[src/rtl/llc_update_pkg.sv]
// Shared types and constants for the LLC update engine: entry layout, packet ops,
// FSM states and the cache state/hprot encodings.
package llc_update_pkg;

  localparam int unsigned STATE_W   = 2;
  localparam int unsigned TAG_W     = 40;
  localparam int unsigned SHARERS_W = 16;
  localparam int unsigned OWNER_W   = 4;
  localparam int unsigned LINE_W    = 192;

  // Cache line state and hprot encodings shared with the rest of the cache
  localparam logic [STATE_W-1:0] INVALID = 2'd0;
  localparam logic [STATE_W-1:0] VALID   = 2'd1;
  localparam logic               DATA    = 1'b1;

  typedef struct packed {
    logic [TAG_W-1:0]     tag;
    logic [STATE_W-1:0]   state;
    logic                 dirty;
    logic                 hprot;
    logic [SHARERS_W-1:0] sharers;
    logic [OWNER_W-1:0]   owner;
    logic [LINE_W-1:0]    line;
  } llc_entry_t;

  localparam int unsigned ENTRY_W = $bits(llc_entry_t);

  typedef enum logic [1:0] {
    OP_WRITE = 2'b00,
    OP_FLUSH = 2'b01,
    OP_RST   = 2'b10,
    OP_RSVD  = 2'b11
  } update_op_t;

  typedef enum logic [1:0] {
    IDLE  = 2'd0,
    SWEEP = 2'd1,
    DONE  = 2'd2
  } update_state_t;

  function automatic logic [5:0] popcount32(input logic [31:0] v);
    logic [5:0] n;
    n = '0;
    for (int i = 0; i < 32; i++) n = n + 6'(v[i]);
    return n;
  endfunction

endpackage

[src/rtl/llc_update_engine_flush_mask.sv]
// Combinational flush mask: selects ways holding valid data lines from a
// per-way state/hprot snapshot. Also usable by the evict logic.
module llc_flush_mask
  import llc_update_pkg::*;
#(
  parameter int unsigned WAYS = 16
) (
  input  logic [2*WAYS-1:0] states,
  input  logic [WAYS-1:0]   hprots,
  output logic [WAYS-1:0]   mask_c
);

  always_comb begin
    mask_c = '0;
    for (int w = 0; w < WAYS; w++) begin
      mask_c[w] = (states[2*w +: 2] == VALID) && (hprots[w] == DATA);
    end
  end

endmodule

[src/rtl/llc_update_engine.sv]
// LLC update engine: turns WRITE/FLUSH/RST packets into registered array write
// commands, sweeps all sets on RST. Optional stats via LLC_UPDATE_STATS_EN.
module llc_update_engine
  import llc_update_pkg::*;
#(
  parameter int unsigned WAYS     = 16,
  parameter int unsigned SET_BITS = 9,
  parameter int unsigned ENTRY_W  = llc_update_pkg::ENTRY_W
) (
  input  logic                      clk,
  input  logic                      rst,
  input  logic                      in_valid,
  output logic                      in_ready,
  input  logic [1:0]                in_op,
  input  logic [SET_BITS-1:0]       in_set,
  input  logic [$clog2(WAYS)-1:0]   in_way,
  input  logic [ENTRY_W-1:0]        in_entry,
  input  logic                      in_evict_we,
  input  logic [$clog2(WAYS)-1:0]   in_evict_way,
  input  logic [2*WAYS-1:0]         in_states,
  input  logic [WAYS-1:0]           in_hprots,
  input  logic                      in_last,
  output logic                      wr_valid,
  input  logic                      wr_ready,
  output logic [SET_BITS-1:0]       wr_set,
  output logic [WAYS-1:0]           wr_way_mask,
  output logic                      wr_inval,
  output logic [ENTRY_W-1:0]        wr_entry,
  output logic                      wr_evict_en,
  output logic [$clog2(WAYS)-1:0]   wr_evict_way,
  output logic                      done_valid,
  input  logic                      done_ready,
  output logic                      busy
`ifdef LLC_UPDATE_STATS_EN
  ,
  output logic [31:0]               stat_writes,
  output logic [31:0]               stat_inval_lines
`endif
);

  localparam int unsigned WAY_BITS = $clog2(WAYS);
  localparam logic [SET_BITS-1:0] LAST_SET = '1;

  update_state_t        state;
  logic [SET_BITS-1:0]  sweep_cnt;
  logic [WAYS-1:0]      flush_mask_c;
  logic                 load;
  logic                 wr_fire;
  logic                 accept;

  llc_flush_mask #(.WAYS(WAYS)) u_flush_mask (
    .states (in_states),
    .hprots (in_hprots),
    .mask_c (flush_mask_c)
  );

  // Output register can take a new command when empty or draining this cycle
  assign load     = !wr_valid || wr_ready;
  assign wr_fire  = wr_valid && wr_ready;
  assign in_ready = (state == IDLE) && load;
  assign accept   = in_valid && in_ready;
  assign busy     = (state != IDLE) || wr_valid;

  always_ff @(posedge clk or posedge rst) begin
    if (rst) begin
      state        <= IDLE;
      sweep_cnt    <= '0;
      wr_valid     <= 1'b0;
      wr_set       <= '0;
      wr_way_mask  <= '0;
      wr_inval     <= 1'b0;
      wr_entry     <= '0;
      wr_evict_en  <= 1'b0;
      wr_evict_way <= '0;
      done_valid   <= 1'b0;
    end else begin
      if (wr_fire) wr_valid <= 1'b0;

      case (state)
        IDLE: begin
          if (accept) begin
            case (update_op_t'(in_op))
              OP_WRITE: begin
                wr_valid     <= 1'b1;
                wr_set       <= in_set;
                wr_way_mask  <= WAYS'(1) << in_way;
                wr_inval     <= 1'b0;
                wr_entry     <= in_entry;
                wr_evict_en  <= in_evict_we;
                wr_evict_way <= in_evict_way;
              end
              OP_FLUSH: begin
                if (|flush_mask_c) begin
                  wr_valid     <= 1'b1;
                  wr_set       <= in_set;
                  wr_way_mask  <= flush_mask_c;
                  wr_inval     <= 1'b1;
                  wr_evict_en  <= 1'b0;
                  wr_evict_way <= '0;
                end
                // With a write pending, DONE waits for its handshake before raising done_valid
                if (in_last) begin
                  state      <= DONE;
                  done_valid <= ~|flush_mask_c;
                end
              end
              OP_RST: begin
                wr_valid     <= 1'b1;
                wr_set       <= '0;
                wr_way_mask  <= '1;
                wr_inval     <= 1'b1;
                wr_evict_en  <= 1'b1;
                wr_evict_way <= '0;
                sweep_cnt    <= SET_BITS'(1);
                state        <= SWEEP;
              end
              default: ;
            endcase
          end
        end
        SWEEP: begin
          if (load) begin
            wr_valid     <= 1'b1;
            wr_set       <= sweep_cnt;
            wr_way_mask  <= '1;
            wr_inval     <= 1'b1;
            wr_evict_en  <= 1'b1;
            wr_evict_way <= '0;
            if (sweep_cnt == LAST_SET) begin
              sweep_cnt <= '0;
              state     <= DONE;
            end else begin
              sweep_cnt <= sweep_cnt + SET_BITS'(1);
            end
          end
        end
        DONE: begin
          if (done_valid) begin
            if (done_ready) begin
              done_valid <= 1'b0;
              state      <= IDLE;
            end
          end else if (load) begin
            done_valid <= 1'b1;
          end
        end
        default: state <= IDLE;
      endcase
    end
  end

`ifdef LLC_UPDATE_STATS_EN
  logic [32:0] inval_sum_c;

  always_comb begin
    inval_sum_c = 33'(stat_inval_lines) + 33'(popcount32(32'(wr_way_mask)));
  end

  // Saturating handshake and invalidated-line counters
  always_ff @(posedge clk or posedge rst) begin
    if (rst) begin
      stat_writes      <= '0;
      stat_inval_lines <= '0;
    end else if (wr_fire) begin
      if (stat_writes != '1) stat_writes <= stat_writes + 32'd1;
      if (wr_inval) stat_inval_lines <= inval_sum_c[32] ? '1 : inval_sum_c[31:0];
    end
  end
`endif

  logic unused_ok;
  assign unused_ok = ^{WAY_BITS};

endmodule

[config.mk]
export PLATFORM = sky130hd
export DESIGN_NAME = llc_update_engine
export DESIGN_NICKNAME = d
export VERILOG_FILES = /design/src/rtl/llc_update_pkg.sv /design/src/rtl/llc_update_engine_flush_mask.sv /design/src/rtl/llc_update_engine.sv
export SDC_FILE = /design/constraint.sdc
export NUM_CORES = 1
export LEC_CHECK = 0
export CAP_MARGIN = 15
export CORE_AREA = 8 8 236 238
export DETAILED_ROUTE_END_ITERATION = 12
export DIE_AREA = 0 0 244 246
export PLACE_DENSITY = 0.53
export RECOVER_POWER = 25
export SYNTH_ARGS = -nofsm -noshare
export SYNTH_HDL_FRONTEND = slang
export SYNTH_SLANG_ARGS = --single-unit
[constraint.sdc]
create_clock -name clk -period 13.9 [get_ports clk]
set_input_delay 1.39 -clock clk [delete_from_list [all_inputs] [get_ports clk]]
set_output_delay 1.39 -clock clk [all_outputs]
set_load 0.1 [all_outputs]
==> results of run 1 <==
how the worst max path moves through the flow:
stage	startpoint	end	slack, ns
6_report	rst	sweep_cnt[0]$_DFFE_PP0P_	6.11
5_1_grt	rst	sweep_cnt[0]$_DFFE_PP0P_	4.66
4_1_cts	wr_ready	in_ready	9.07
3_5_place_dp	wr_ready	in_ready	9.08
3_3_place_gp	wr_ready	in_ready	9.07
2_1_floorplan	rst	done_valid$_DFFE_PP0P_	4.22
routing by layer:
| metal | track usage (%) | vias to the layer above | share of wire (%) |
|---|---|---|---|
| met2 | 24.19 | 419 | 50 |
| met4 | 4.434 | 4 | 2.4 |
| met1 | 14.69 | 4357 | 36 |
| met5 | 0 | - | 0.059 |
| met3 | 6.909 | 66 | 11 |
| li1 | - | 4080 | - |
layout make-up:
class	count	area [sq um]
clock inverters	13	140.1
repair buffers	626	6256
clock buffers	49	1031
fillers	5050	32010
inverters	21	80.08
multi-input cells	429	4131
flip-flops and latches	300	7507
well taps	688	860.8
diodes	3	7.507
registers in the layout (all words and copies together), names as in the netlist, 2 cells and up:
register      cells
wr_evict_way      4
wr_entry        256
state             2
sweep_cnt         9
wr_way_mask      16
wr_set            9
cell usage after synthesis (3+ instances only):
cell,n
mux2_2,256
xor2_1,4
buf_2,28
nand3_1,4
clkbuf_1,6
o22a_2,10
mux2i_1,16
dfrtp_1,300
a31oi_1,3
nor2b_1,3
nor3b_1,9
nor2_1,13
inv_1,20
ha_1,6
buf_6,4
nand2b_1,3
nand2_1,13
nand3b_1,17
nand4_1,8
a21oi_1,12
o22a_1,7
o22ai_1,17
per-stage QoR:
stage / hold slack [ns] / utilization [%]
floorplan: 0.5258 / -
global placement: 0.4863 / 36.24
detailed placement: 0.4913 / 36.24
CTS: 0.5035 / 38.49
global route: 0.5080 / 38.47
finish: 0.5009 / 38.47
cells by family after synthesis:
logic type,synth area share [%]
flops,62.97
mux,25.52
buf+inv,2.445
compound gates,3.810
xor+xnor,0.4408
simple gates,4.177
fa+ha+maj,0.6297
==> results.toml, run 1 <==
[outcome]
outcome = "finished with violations"
violations = "max-capacitance violations, max-slew violations"

[logic_synthesis]
synth_top_cell_area_share_pct = 62.97
ys_seq_elements = 300
yosys_warnings = 0
synth_cells = 789
syn-num-nets = 1125
yosys.cell_types.count = 45
syn_area_sq_um = 11920
synth_top_area_cell = "dfrtp_1"
async_flop_share_pct = 100.0
ys.flop_type = "dfrtp_1"
ys_seq_area_share_pct = 62.97
synth_area_leaders = "dfrtp_1 63%, mux2_2 24%, mux2i_1 1.3%, buf_2 1.2%, nand3b_1 1.1%"
synth-edff-count = 0
synth_area_per_cell_sq_um = 15.11

[route]
routed_wl_um = 43990
drt_first_iter_violations = 313
ant_nets = 0
wire_per_inst_um = 20.66
dr_total_vias = 8926
drc = 0
first_pass_iters = 4
vias_per_cell = 4.193

[setup_path]
cp.arrival_ns = 7.60
path_buf_inv = 3
worstPathMaxFanout = 112
crit_type = "in -> async"
cp.depth = 3
worst-r2r-cell-count = 5
reg2reg_from = "wr_valid$_DFF_PP0_"
start_kind = "primary input"
worstPathRequired_ns = 13.71
critPathMaxStageDelay_ns = 2.82
cp_slowest_cell = "clkinvlp_2"
critPathTopFamily = "buffers and inverters"
path_cells = "dlygate4sd3_1 -> clkinvlp_2 -> clkbuf_1"
r2r_end = "wr_entry[186]$_DFFE_PP0P_"
cp-end-kind = "asynchronous set/reset pin"
reg2reg_slack_ns = 10.76

[final_layout]
final_layout_size_suffix_gt1_share_pct = 23.30
nNetsFinal = 1751
area_delta_synth_final_pct = 67.88
layout_common_cells = "617 x clkdlybuf4s50_1, 300 x dfrtp_1, 256 x mux2_2"
fin_area_sq_um = 20010
layout_commonest_cell = "clkdlybuf4s50_1"
final_cells = 2129

[timing]
grt_setup_unrepaired = "false"
timing.setup.tns_ns = 0
timing.fmax_mhz = 128.4
drv_slew = 180
relSlewSlack_pct = -241.8
finalHoldViolCount = 0
setup_viol = 0
final.min_clock_period_ns = 7.789
tightest_slew_ns = 5.098
postLayoutSetupSlackWorst_ns = 6.111
finalCritPeriodShare_pct = 56.03
worst_clock_skew_ns = 0.01111

[place]
io_buffers = 620
dp_cells = 2064
place_congestion = 0.7480
hpwl_um = 34020
pre_cts_slack_ns = 9.083
placed_area_sq_um = 18850

[clock_network]
cts_max_path_buffers = 3
clkTransAtPathRegs_ns = 0.06
cts_tree = "built"
cts_setup_buffers = 0
clock_latency_ns = 0.54
holdBufCountCts = 0
cts_root_buf = "clkbuf_16"
cts.sinks = 300
cts-htree-levels = 2
cts_resized = 0
cts_buffers = 37

[grt]
grt_pass1_vias = 9660
grt_usage_pct = 13.93
grt_max_degree = 200
grt_remaining_overflow = 0
antenna_found_initial = 7
grt_pass1_wl_um = 64050

[min_path]
hold_end = "wr_entry[151]$_DFFE_PP0P_"
min_path_cells = 1
hold_class = "reg -> reg"
min-delay-start = "wr_entry[151]$_DFFE_PP0P_"

[die]
start_util_pct = 22.91
dieArea_sq_um = 60020
placeableCoreArea_sq_um = 52020
io_pins = 621
die_y_um = 246
core.rowCount = 84
dieWidth_um = 244

[job]
maxCapViolCount = 2
Power of run 1 is left out: the tool's default activity adds up to more than one toggle a clock period on the data nets, which glitch-free logic cannot reach.
==> run 2, diff against run 1 <==
==> constraint.sdc (replaced) <==
create_clock -name clk -period 7.5 [get_ports clk]
set_input_delay 0.75 -clock clk [delete_from_list [all_inputs] [get_ports clk]]
set_output_delay 0.75 -clock clk [all_outputs]
set_load 0.1 [all_outputs]
==> results.toml, run 2 (synthesized netlist as in run 1, its figures left out) <==
[place]
hpwl_um = 33100
io_buffers = 620
place_congestion = 0.8229

[outcome]
outcome = "finished with violations"
violations = "max-capacitance violations, max-slew violations"

[die]
dieArea_sq_um = 60020
placeableCoreArea_sq_um = 52020
die_y_um = 246
core.rowCount = 84
dieWidth_um = 244
start_util_pct = 22.91
io_pins = 621

[grt]
antenna_found_initial = 1
grt_use_met2_pct = 24.77
grt_pass1_vias = 9576
grt_max_degree = 169
grt_usage_pct = 13.57
grt_pass1_wl_um = 63010
use_met1_pct = 14.54
grt_remaining_overflow = 0
met3_usage_pct = 4.657
grt_busiest_layer = "met2"

[timing]
timing.setup.tns_ns = 0
drv_slew = 183
final.min_clock_period_ns = 4.729
relSlewSlack_pct = -130.9
tightest_slew_ns = 3.463
finalHoldViolCount = 0
setup_viol = 0
timing.fmax_mhz = 211.5
finalCritPeriodShare_pct = 63.05
worst_clock_skew_ns = 0.01072
grt_setup_unrepaired = "false"

[min_path]
hold_end = "wr_entry[5]$_DFFE_PP0P_"
hold_class = "reg -> reg"
min-delay-start = "wr_entry[5]$_DFFE_PP0P_"
min_path_cells = 1

[setup_path]
start_kind = "primary input"
worstPathMaxFanout = 159
critPathMaxStageDelay_ns = 1.82
worst-r2r-cell-count = 4
reg2reg_from = "state[1]$_DFFE_PP0P_"
crit_type = "in -> reg"
r2r_end = "wr_entry[76]$_DFFE_PP0P_"
cp_slowest_cell = "nand3_1"
cp.arrival_ns = 5.14
reg2reg_slack_ns = 3.08
path_cells = "dlygate4sd3_1 -> inv_1 -> ha_1 -> nand3_1 -> buf_12 -> mux2_2"
worstPathRequired_ns = 7.91
cp-end-kind = "register"

[clock_network]
cts_setup_buffers = 0
cts-htree-levels = 2
clkTransAtPathRegs_ns = 0.06
cts.sinks = 300
cts_tree = "built"
cts_root_buf = "clkbuf_16"
cts_resized = 0
cts_max_path_buffers = 3
holdBufCountCts = 0
cts_buffers = 38
clock_latency_ns = 0.53

[route]
ant_nets = 0
drt_first_iter_violations = 271
first_pass_iters = 4
dr_total_vias = 8851
drc = 0
wire_per_inst_um = 20.27
vias_per_cell = 4.152
routed_wl_um = 43220

[final_layout]
final_layout_size_suffix_gt1_share_pct = 23.35
layout_commonest_cell = "clkdlybuf4s50_1"
largest_reg_flops = 256
top_register = "wr_entry"
reg_top3 = "wr_entry x256, wr_way_mask x16"
area_delta_synth_final_pct = 68.11
layout_common_cells = "617 x clkdlybuf4s50_1, 300 x dfrtp_1, 256 x mux2_2"
nNetsFinal = 1752

[job]
maxCapViolCount = 2
run 2: worst max path at each step:
stage                        start                  endpoint  slack [ns]  depth (start not counted)
after global routing      in_op[0]  wr_entry[79]$_DFFE_PP0P_        2.51                          6
after detailed placement  in_op[0]  wr_entry[76]$_DFFE_PP0P_        3.80                          6
after CTS                 wr_ready                  in_ready        3.88                          4
after global placement    in_op[0]  wr_entry[55]$_DFFE_PP0P_        3.81                          6
final                     in_op[0]  wr_entry[76]$_DFFE_PP0P_        2.77                          6
after floorplan                rst    done_valid$_DFFE_PP0P_        2.76                          1
run 2: stage by stage:
stage / worst slack, ns / hold slack [ns] / utilization (%) / instance area (sq um) / std cells
floorplan: 2.763 / 0.5258 / - / 11930 / 789
global placement: 3.813 / 0.4863 / 36.28 / 18870 / 2064
detailed placement: 3.802 / 0.4914 / 36.28 / 18870 / 2064
CTS: 3.876 / 0.5034 / 38.59 / 20070 / 2131
global route: 2.514 / 0.5114 / 38.52 / 20040 / 2132
finish: 2.771 / 0.5012 / 38.52 / 20040 / 2132
run 2: area by class of cell:
class,count,area [sq um]
Fill cell,4975,31980
Multi-Input combinational cell,429,4119
Antenna cell,1,2.502
Tap cell,688,860.8
Inverter,21,82.58
Clock buffer,58,1147
Sequential cell,300,7507
Timing Repair Buffer,626,6270
Clock inverter,9,52.55
run 2: worst max-delay path: cells and delay by family:
kind,cells,cell delay (ns)
fa+ha+maj,1,0.23
mux,1,0.48
simple gates,1,1.82
buf+inv,3,1.57
run 2: routing by layer:
metal  vias up  wire, um
li1       4086         -
met1      4384     15790
met2       322     22910
met3        59      3384
met4         0      1136
met5         -         0
Power of run 2 is left out for the same reason.
==> run 3, diff against run 2 <==
==> constraint.sdc (replaced) <==
create_clock -name clk -period 4.9 [get_ports clk]
set_input_delay 0.49 -clock clk [delete_from_list [all_inputs] [get_ports clk]]
set_output_delay 0.49 -clock clk [all_outputs]
set_load 0.1 [all_outputs]
==> results.toml, run 3 (synthesized netlist as in run 1, its figures left out) <==
[final_layout]
area_delta_synth_final_pct = 68.10
fill_cells = 5047
largest_reg_flops = 256
final_layout_size_suffix_gt1_share_pct = 23.49
top_register = "wr_entry"
nNetsFinal = 1755
reg_top3 = "wr_entry x256, wr_way_mask x16"
layout_commonest_cell = "clkdlybuf4s50_1"
layout_common_cells = "619 x clkdlybuf4s50_1, 300 x dfrtp_1, 256 x mux2_2"
fin_area_sq_um = 20040
post-route-util_pct = 38.52

[die]
die_y_um = 246
placeableCoreArea_sq_um = 52020
io_pins = 621
start_util_pct = 22.91
dieArea_sq_um = 60020
core.rowCount = 84
dieWidth_um = 244

[grt]
grt_pass1_vias = 9390
grt_usage_pct = 13.63
grt_max_degree = 150
antenna_found_initial = 1
grt_pass1_wl_um = 63120
grt_remaining_overflow = 0

[timing]
setup_viol = 0
timing.setup.tns_ns = 0
relSlewSlack_pct = -42.62
drv_slew = 281
tightest_slew_ns = 2.139
grt_setup_unrepaired = "false"
worst_clock_skew_ns = 0.01178
finalCritPeriodShare_pct = 67.31
finalHoldViolCount = 0
hold_ws_ns = 0.4999
timing.fmax_mhz = 303.2
final.min_clock_period_ns = 3.298

[clock_network]
cts_buffers = 36
cts.sinks = 300
cts-htree-levels = 2
cts_root_buf = "clkbuf_16"
clock_latency_ns = 0.52
clkTransAtPathRegs_ns = 0.06
cts_setup_buffers = 0
cts_tree = "built"
cts_max_path_buffers = 3
holdBufCountCts = 0
cts_resized = 0

[setup_path]
cp.arrival_ns = 3.49
r2r_end = "wr_entry[3]$_DFFE_PP0P_"
crit_type = "in -> async"
worstPathMaxFanout = 149
cp-end-kind = "asynchronous set/reset pin"
reg2reg_from = "state[1]$_DFFE_PP0P_"
start_kind = "primary input"
worstPathRequired_ns = 5.09
reg2reg_slack_ns = 2.21
worst-r2r-cell-count = 4

[route]
ant_nets = 0
drt_first_iter_violations = 315
dr_total_vias = 8907
vias_per_cell = 4.178
routed_wl_um = 43260
wire_per_inst_um = 20.29
first_pass_iters = 4
drc = 0

[outcome]
violations = "max-capacitance violations, max-slew violations"
outcome = "finished with violations"

[min_path]
min_path_cells = 1
min-delay-start = "wr_entry[96]$_DFFE_PP0P_"
hold_end = "wr_entry[96]$_DFFE_PP0P_"
hold_class = "reg -> reg"

[place]
io_buffers = 620
placed_area_sq_um = 18940
hpwl_um = 33640
place_congestion = 0.8545

[job]
maxCapViolCount = 2
[run 3: cell count changes in the layout (fill, tap and decap cells not counted), moves of 2 or more]
cell	before	now
clkinv_2	7	3
dlygate4sd3_1	3	1
clkbuf_16	39	37
clkbuf_4	0	2
buf_4	2	6
clkdlybuf4s50_1	617	619
[run 3: cell type report]
type	instances	area, sq um	share of cell area [%]
multi-input cells	429	4135	20.63
inverters	21	80.08	0.3996
clock inverters	6	41.29	0.2060
flip-flops and latches	300	7507	37.46
clock buffers	56	1087	5.425
well taps	688	860.8	4.295
repair buffers	631	6326	31.57
diodes	1	2.502	0.01249
[run 3: worst max path at each step]
stage	depth (start not counted)	slack [ns]	end	start
after floorplan	1	0.42	done_valid$_DFFE_PP0P_	rst
after global placement	6	1.74	wr_entry[15]$_DFFE_PP0P_	wr_ready
after detailed placement	6	1.68	wr_entry[252]$_DFFE_PP0P_	wr_ready
after CTS	2	1.67	in_ready	state[1]$_DFFE_PP0P_
after global routing	3	1.04	wr_entry[225]$_DFFE_PP0P_	rst
final	3	1.60	wr_entry[225]$_DFFE_PP0P_	rst
[run 3: per-layer routing]
layer  share of wire [%]  global-route usage (%)  wire length [um]
met5                   0                       0                 0
met3                 8.2                   4.754              3535
met4                 2.2                   4.031               939
met1                  37                   15.25             16040
met2                  53                   24.25             22750
[run 3: worst max-delay path: stages]
cell           delay, ns
dlygate4sd3_1       0.55
clkinvlp_2          0.61
clkbuf_4            1.62
[run 3: stage by stage]
stage | std cells | worst slack [ns]
after detailed placement | 2069 | 1.683
after global routing | 2132 | 1.041
after global placement | 2069 | 1.741
final | 2132 | 1.602
after floorplan | 789 | 0.4229
after CTS | 2131 | 1.668
Power of run 3 is left out for the same reason.
